`src/rtl/clock_pkg.sv`:
```
// clock_pkg: shared BCD time types, limits and button bit indices
package clock_pkg;
    typedef logic [7:0] bcd2_t;
    localparam bcd2_t MIN_SEC_MAX = 8'h59;
    localparam bcd2_t HOUR_MAX = 8'h23;
    localparam int BTN_MIN = 0;
    localparam int BTN_HOUR = 1;
endpackage

```
`src/rtl/bcd_mod60.sv`:
```
// bcd_mod60: two-digit BCD 00..59 counter with enable, clear, wrap and carry-out
module bcd_mod60
    import clock_pkg::*;
(
    input  logic  CLK,
    input  logic  CR,
    input  logic  clr,
    input  logic  en,
    output bcd2_t value,
    output logic  carry
);
    assign carry = en && value == MIN_SEC_MAX;
    // Clear wins over counting; 59 wraps to 00 and raises carry for one enabled cycle
    always_ff @(posedge CLK or posedge CR) begin
        if (CR) value <= '0;
        else if (clr) value <= '0;
        else if (en) value <= carry ? '0 : value[3:0] == 4'h9 ? {value[7:4] + 4'h1, 4'h0} : value + 8'h01;
    end
endmodule

```
`src/rtl/time_keeper.sv`:
```
// time_keeper: BCD hh:mm:ss time-of-day counter with 1 Hz prescaler and button set mode
module time_keeper
    import clock_pkg::*;
#(
    parameter int CLK_DIV = 50_000_000,
    parameter int HOLD_SEC_IN_SET = 1
)(
    input  logic       CLK,
    input  logic       CR,
    input  logic       setMode,
    input  logic [1:0] settingButton,
    output bcd2_t      curHour,
    output bcd2_t      curMin,
    output bcd2_t      curSec,
    output logic       secTick,
    output logic       minTick,
    output logic       hourChime
);
    localparam int CW = $clog2(CLK_DIV);
    logic [CW-1:0] preCnt;
    logic [1:0] btnQ, btnRise;
    logic tick1, secClr, secEn, secCarry, minEn, minCarry, hourInc;
    bcd2_t nextHour;
    assign tick1 = preCnt == CW'(CLK_DIV - 1);
    assign secClr = setMode && HOLD_SEC_IN_SET != 0;
    assign secEn = tick1 && !setMode;
    assign minEn = setMode ? btnRise[BTN_MIN] : secCarry;
    assign hourInc = setMode ? btnRise[BTN_HOUR] : minCarry;
    assign nextHour = curHour == HOUR_MAX ? '0 : curHour[3:0] == 4'h9 ? {curHour[7:4] + 4'h1, 4'h0} : curHour + 8'h01;
    // Prescaler parks at 0 in set mode so leaving it gives a full second before the next tick
    always_ff @(posedge CLK or posedge CR) begin
        if (CR) preCnt <= '0;
        else preCnt <= (setMode || tick1) ? '0 : preCnt + 1'b1;
    end
    // Registered rise detect: one step per press however long the button is held
    always_ff @(posedge CLK or posedge CR) begin
        if (CR) begin
            btnQ <= '0;
            btnRise <= '0;
        end else begin
            btnQ <= settingButton;
            btnRise <= settingButton & ~btnQ;
        end
    end
    bcd_mod60 uSec (.CLK(CLK), .CR(CR), .clr(secClr), .en(secEn), .value(curSec), .carry(secCarry));
    bcd_mod60 uMin (.CLK(CLK), .CR(CR), .clr(1'b0), .en(minEn), .value(curMin), .carry(minCarry));
    // Hour wraps at 23; in set mode only the hour button moves it
    always_ff @(posedge CLK or posedge CR) begin
        if (CR) curHour <= '0;
        else if (hourInc) curHour <= nextHour;
    end
    // Event pulses registered alongside the fields they describe
    always_ff @(posedge CLK or posedge CR) begin
        if (CR) begin
            secTick <= 1'b0;
            minTick <= 1'b0;
            hourChime <= 1'b0;
        end else begin
            secTick <= secEn;
            minTick <= minEn;
            hourChime <= hourInc && !setMode;
        end
    end
endmodule
```
`config.mk`:
```
export PLATFORM = sky130hd
export DESIGN_NAME = time_keeper
export DESIGN_NICKNAME = d
export VERILOG_FILES = /design/src/rtl/clock_pkg.sv /design/src/rtl/bcd_mod60.sv /design/src/rtl/time_keeper.sv
export SDC_FILE = /design/constraint.sdc
export NUM_CORES = 1
export LEC_CHECK = 0
export CAP_MARGIN = 40
export CORE_ASPECT_RATIO = 1.4
export CORE_UTILIZATION = 40
export DETAILED_ROUTE_END_ITERATION = 16
export PLACE_DENSITY = 0.61
export SLEW_MARGIN = 30
export SYNTH_ARGS = -nofsm -noshare
export SYNTH_HDL_FRONTEND = slang
export SYNTH_SLANG_ARGS = --single-unit
```
`constraint.sdc`:
```
create_clock -name CLK -period 6 [get_ports CLK]
set_input_delay 1.2 -clock CLK [delete_from_list [all_inputs] [get_ports CLK]]
set_output_delay 1.2 -clock CLK [all_outputs]
set_load 0.1 [all_outputs]
```
==> flow_summary.json <==
{
  "status": "complete, no violations",
  "coreArea_mm2": 0.007453,
  "rsz0062_at_grt": "false",
  "fp.dieW_um": 76.62,
  "track_usage_pct": 17.93,
  "worstPathMaxFanout": 16,
  "synth_area_per_cell_um2": 9.744,
  "p_per_area_mw_per_mm2": 326.6,
  "finalWeightedCongestion": 0.8083,
  "cts_tree": "yes",
  "drtAntennaViolNets": 0,
  "ir_worst_vdd_mv": 0.2177,
  "num_vias": 2531,
  "nNetsFinal": 395,
  "post-route-period-util_pct": 49.17,
  "drv_cap": 0,
  "yosys.area.top_type": "dfrtp_1",
  "viasPerCell": 5.295,
  "cts_buffers": 9,
  "worstPathArrival_ps": 3160,
  "finalWirelength_mm": 6.619,
  "synth_fp_nets": 338,
  "firstDrtPassIters": 4,
  "cts_max_level": 3,
  "areaGrowthSynthToFinish_pct": 31.94,
  "grt_overflow_total": 0,
  "ios": 32,
  "critPathRequiredTime_ps": 6210,
  "slew_headroom_pct": 52.26,
  "power_switching_mw": 0.5287,
  "clkTransAtPathRegs_ps": 70,
  "antenna_found_initial": 0,
  "clockBufferDepth": 2,
  "tns_ps": 0,
  "p_int_mw": 0.8151,
  "dp_hpwl_mm": 4.697,
  "ys_top_cells_by_area": "dfrtp_1, ha_1, xor2_1",
  "clock.fmax_mhz": 339.0,
  "finalHoldViolations": 0,
  "worstPathCellList": "clkdlybuf4s50_1 -> nor4b_4 -> or2_2 -> mux2_2",
  "drt-wirelength-per-cell_um": 13.85,
  "final_cells": 478,
  "insertion_delay_ps": 320,
  "yosysUniqueCellTypes": 45,
  "slowest_delay_ps": 750,
  "synth_edf_count": 0,
  "pwr-share-comb_pct": 38.1,
  "fin_skew_ps": 7.062,
  "fp-row-count": 37,
  "grt_pass1_vias": 2472,
  "synth_top_area_share_pct": 45.75,
  "hold_buffers": 0,
  "ys.warnings.count": 0,
  "maxSlewViolCount": 0,
  "fin_crit_ps": 2950,
  "netlist_area_mm2": 0.003118,
  "critical_path_buf_inv_count": 1,
  "tightest_slew_ps": 710.2,
  "dp_cells": 463,
  "ys.flop_type": "dfrtp_1",
  "setup_viol": 0,
  "slowest_stage": "clkdlybuf4s50_1",
  "power_leakage_nw": 1.806,
  "p_sw_share_pct": 39.35,
  "startpoint_type": "primary input",
  "fin_util_pct": 55.20,
  "cts-root-buf": "clkbuf_8",
  "drt_iter0_drc": 128,
  "synth_cells": 320,
  "hp-class": "flop to flop",
  "yosys-top-cells-count": "dfrtp_1, nor2_1, o21ai_0",
  "antenna_cells": 0,
  "yosysMostFrequentCell": "dfrtp_1",
  "p_seq_share_pct": 35.4,
  "ys_seq_elements": 57,
  "die_h_um": 106.5,
  "clkPwrFrac_pct": 26.4,
  "postSynth.asyncResetShare_pct": 100.0,
  "grt_max_degree": 58,
  "drc": 0,
  "grt_first_pass_wirelength_mm": 11.59,
  "ys_seq_area_share_pct": 45.75,
  "post_cts_resized": 0,
  "critPathTopFamily": "simple AND/OR/NAND/NOR gates",
  "initial_core_util_pct": 41.83,
  "numPortBuffers": 31,
  "endpoint_kind": "flop",
  "clock_sinks": 57,
  "fp.dieArea_mm2": 0.008157,
  "crit_type": "primary input to flop",
  "drive_above_1_share_pct": 15.75,
  "cts_setup_buffers": 0
}
==> sequential cells by signal (all words and copies together), names as in the netlist <==
| register | count |
|---|---|
| uMin.value | 8 |
| uSec.value | 8 |
| curHour | 8 |
| preCnt | 26 |
| hourChime | 1 |
| btnRise | 2 |
| secTick | 1 |
| minTick | 1 |
| btnQ | 2 |
==> per-layer routing <==
metal | GRT usage (%) | share of wire, % | vias up
met5 | 0 | 0 | -
met4 | 7.418 | 1.6 | 0
met3 | 4.206 | 2.8 | 7
met2 | 31.66 | 51 | 40
met1 | 20.67 | 44 | 1242
li1 | - | - | 1242
==> cells by family (layout without fill, tap and decap cells) <==
kind of cell,count (synthesis),count (layout),share of synthesized area [%]
simple gates,134,134,25.20
compound gates,61,61,11.72
flops,57,57,45.75
buf+inv,25,86,3.210
xor+xnor,23,23,6.461
fa+ha+maj,13,13,5.217
mux,7,7,2.448
==> power groups by stage <==
stage | logic, mW | clock network (mW) | registers [mW]
floorplan | 0.116 | 0 | 0.680
global placement | 0.412 | 0 | 0.481
detailed placement | 0.515 | 0 | 0.483
CTS | 0.517 | 0.367 | 0.475
global route | 0.540 | 0.386 | 0.484
finish | 0.513 | 0.355 | 0.476
==> cell usage in the layout (no fill, tap or decap), types with 3 or more instances in the layout <==
| master | count |
|---|---|
| dfrtp_1 | 57 |
| nor2_1 | 31 |
| clkdlybuf4s50_1 | 31 |
| buf_8 | 28 |
| o21ai_0 | 24 |
| a21oi_1 | 19 |
| nand3_1 | 19 |
| nand2_1 | 18 |
| xor2_1 | 14 |
| ha_1 | 13 |
| clkbuf_8 | 11 |
| and2_1 | 10 |
| inv_1 | 10 |
| xnor2_1 | 9 |
| and3_1 | 8 |
| and4_1 | 7 |
| or3_1 | 6 |
| nor2b_1 | 6 |
| a22o_1 | 6 |
| mux2_2 | 5 |
| nand4_1 | 5 |
| or2_2 | 3 |
| nand2b_1 | 3 |
| o211ai_1 | 3 |
==> path summary, 6_finish.rpt <==
| path | endpoint | slack, ps | depth (start not counted) | start |
|---|---|---|---|---|
| max | uMin.value[0]$_DFFE_PP0P_ | 3050 | 4 | setMode |
| min in group asynchronous | uMin.value[0]$_DFFE_PP0P_ | 1390 | 3 | CR |
| min reg2reg | btnRise[0]$_DFF_PP0_ | 390 | 1 | btnQ[0]$_DFF_PP0_ |
| min | btnRise[0]$_DFF_PP0_ | 390 | 1 | btnQ[0]$_DFF_PP0_ |
| max reg2reg | curHour[3]$_DFFE_PP0P_ | 3530 | 6 | uMin.value[0]$_DFFE_PP0P_ |
| max in group asynchronous | preCnt[13]$_DFF_PP0_ | 4130 | 3 | CR |
==> metrics by stage <==
| step | hold slack (ps) | worst slack, ps | area (µm²) | power (mW) |
|---|---|---|---|---|
| 6_report | 389.4 | 3050 | 4114 | 1.344 |
| 5_1_grt | 399.9 | 2892 | 4114 | 1.410 |
| 4_1_cts | 390.4 | 3054 | 4114 | 1.359 |
| 3_5_place_dp | 382.3 | 2685 | 3919 | 0.9980 |
| 3_3_place_gp | 381.4 | 2760 | 3498 | 0.8933 |
| 2_1_floorplan | 377.7 | 3127 | 3118 | 0.7959 |
==> final cells by class <==
| cell class | instances | area [µm²] |
|---|---|---|
| fillers | 658 | 3339 |
| multi-input cells | 238 | 1592 |
| flip-flops and latches | 57 | 1426 |
| repair buffers | 60 | 738.2 |
| clock buffers | 12 | 155.1 |
| well taps | 97 | 121.4 |
| inverters | 11 | 41.29 |
| clock inverters | 3 | 40.04 |
No activity file was read; power rests on OpenSTA's default activity.
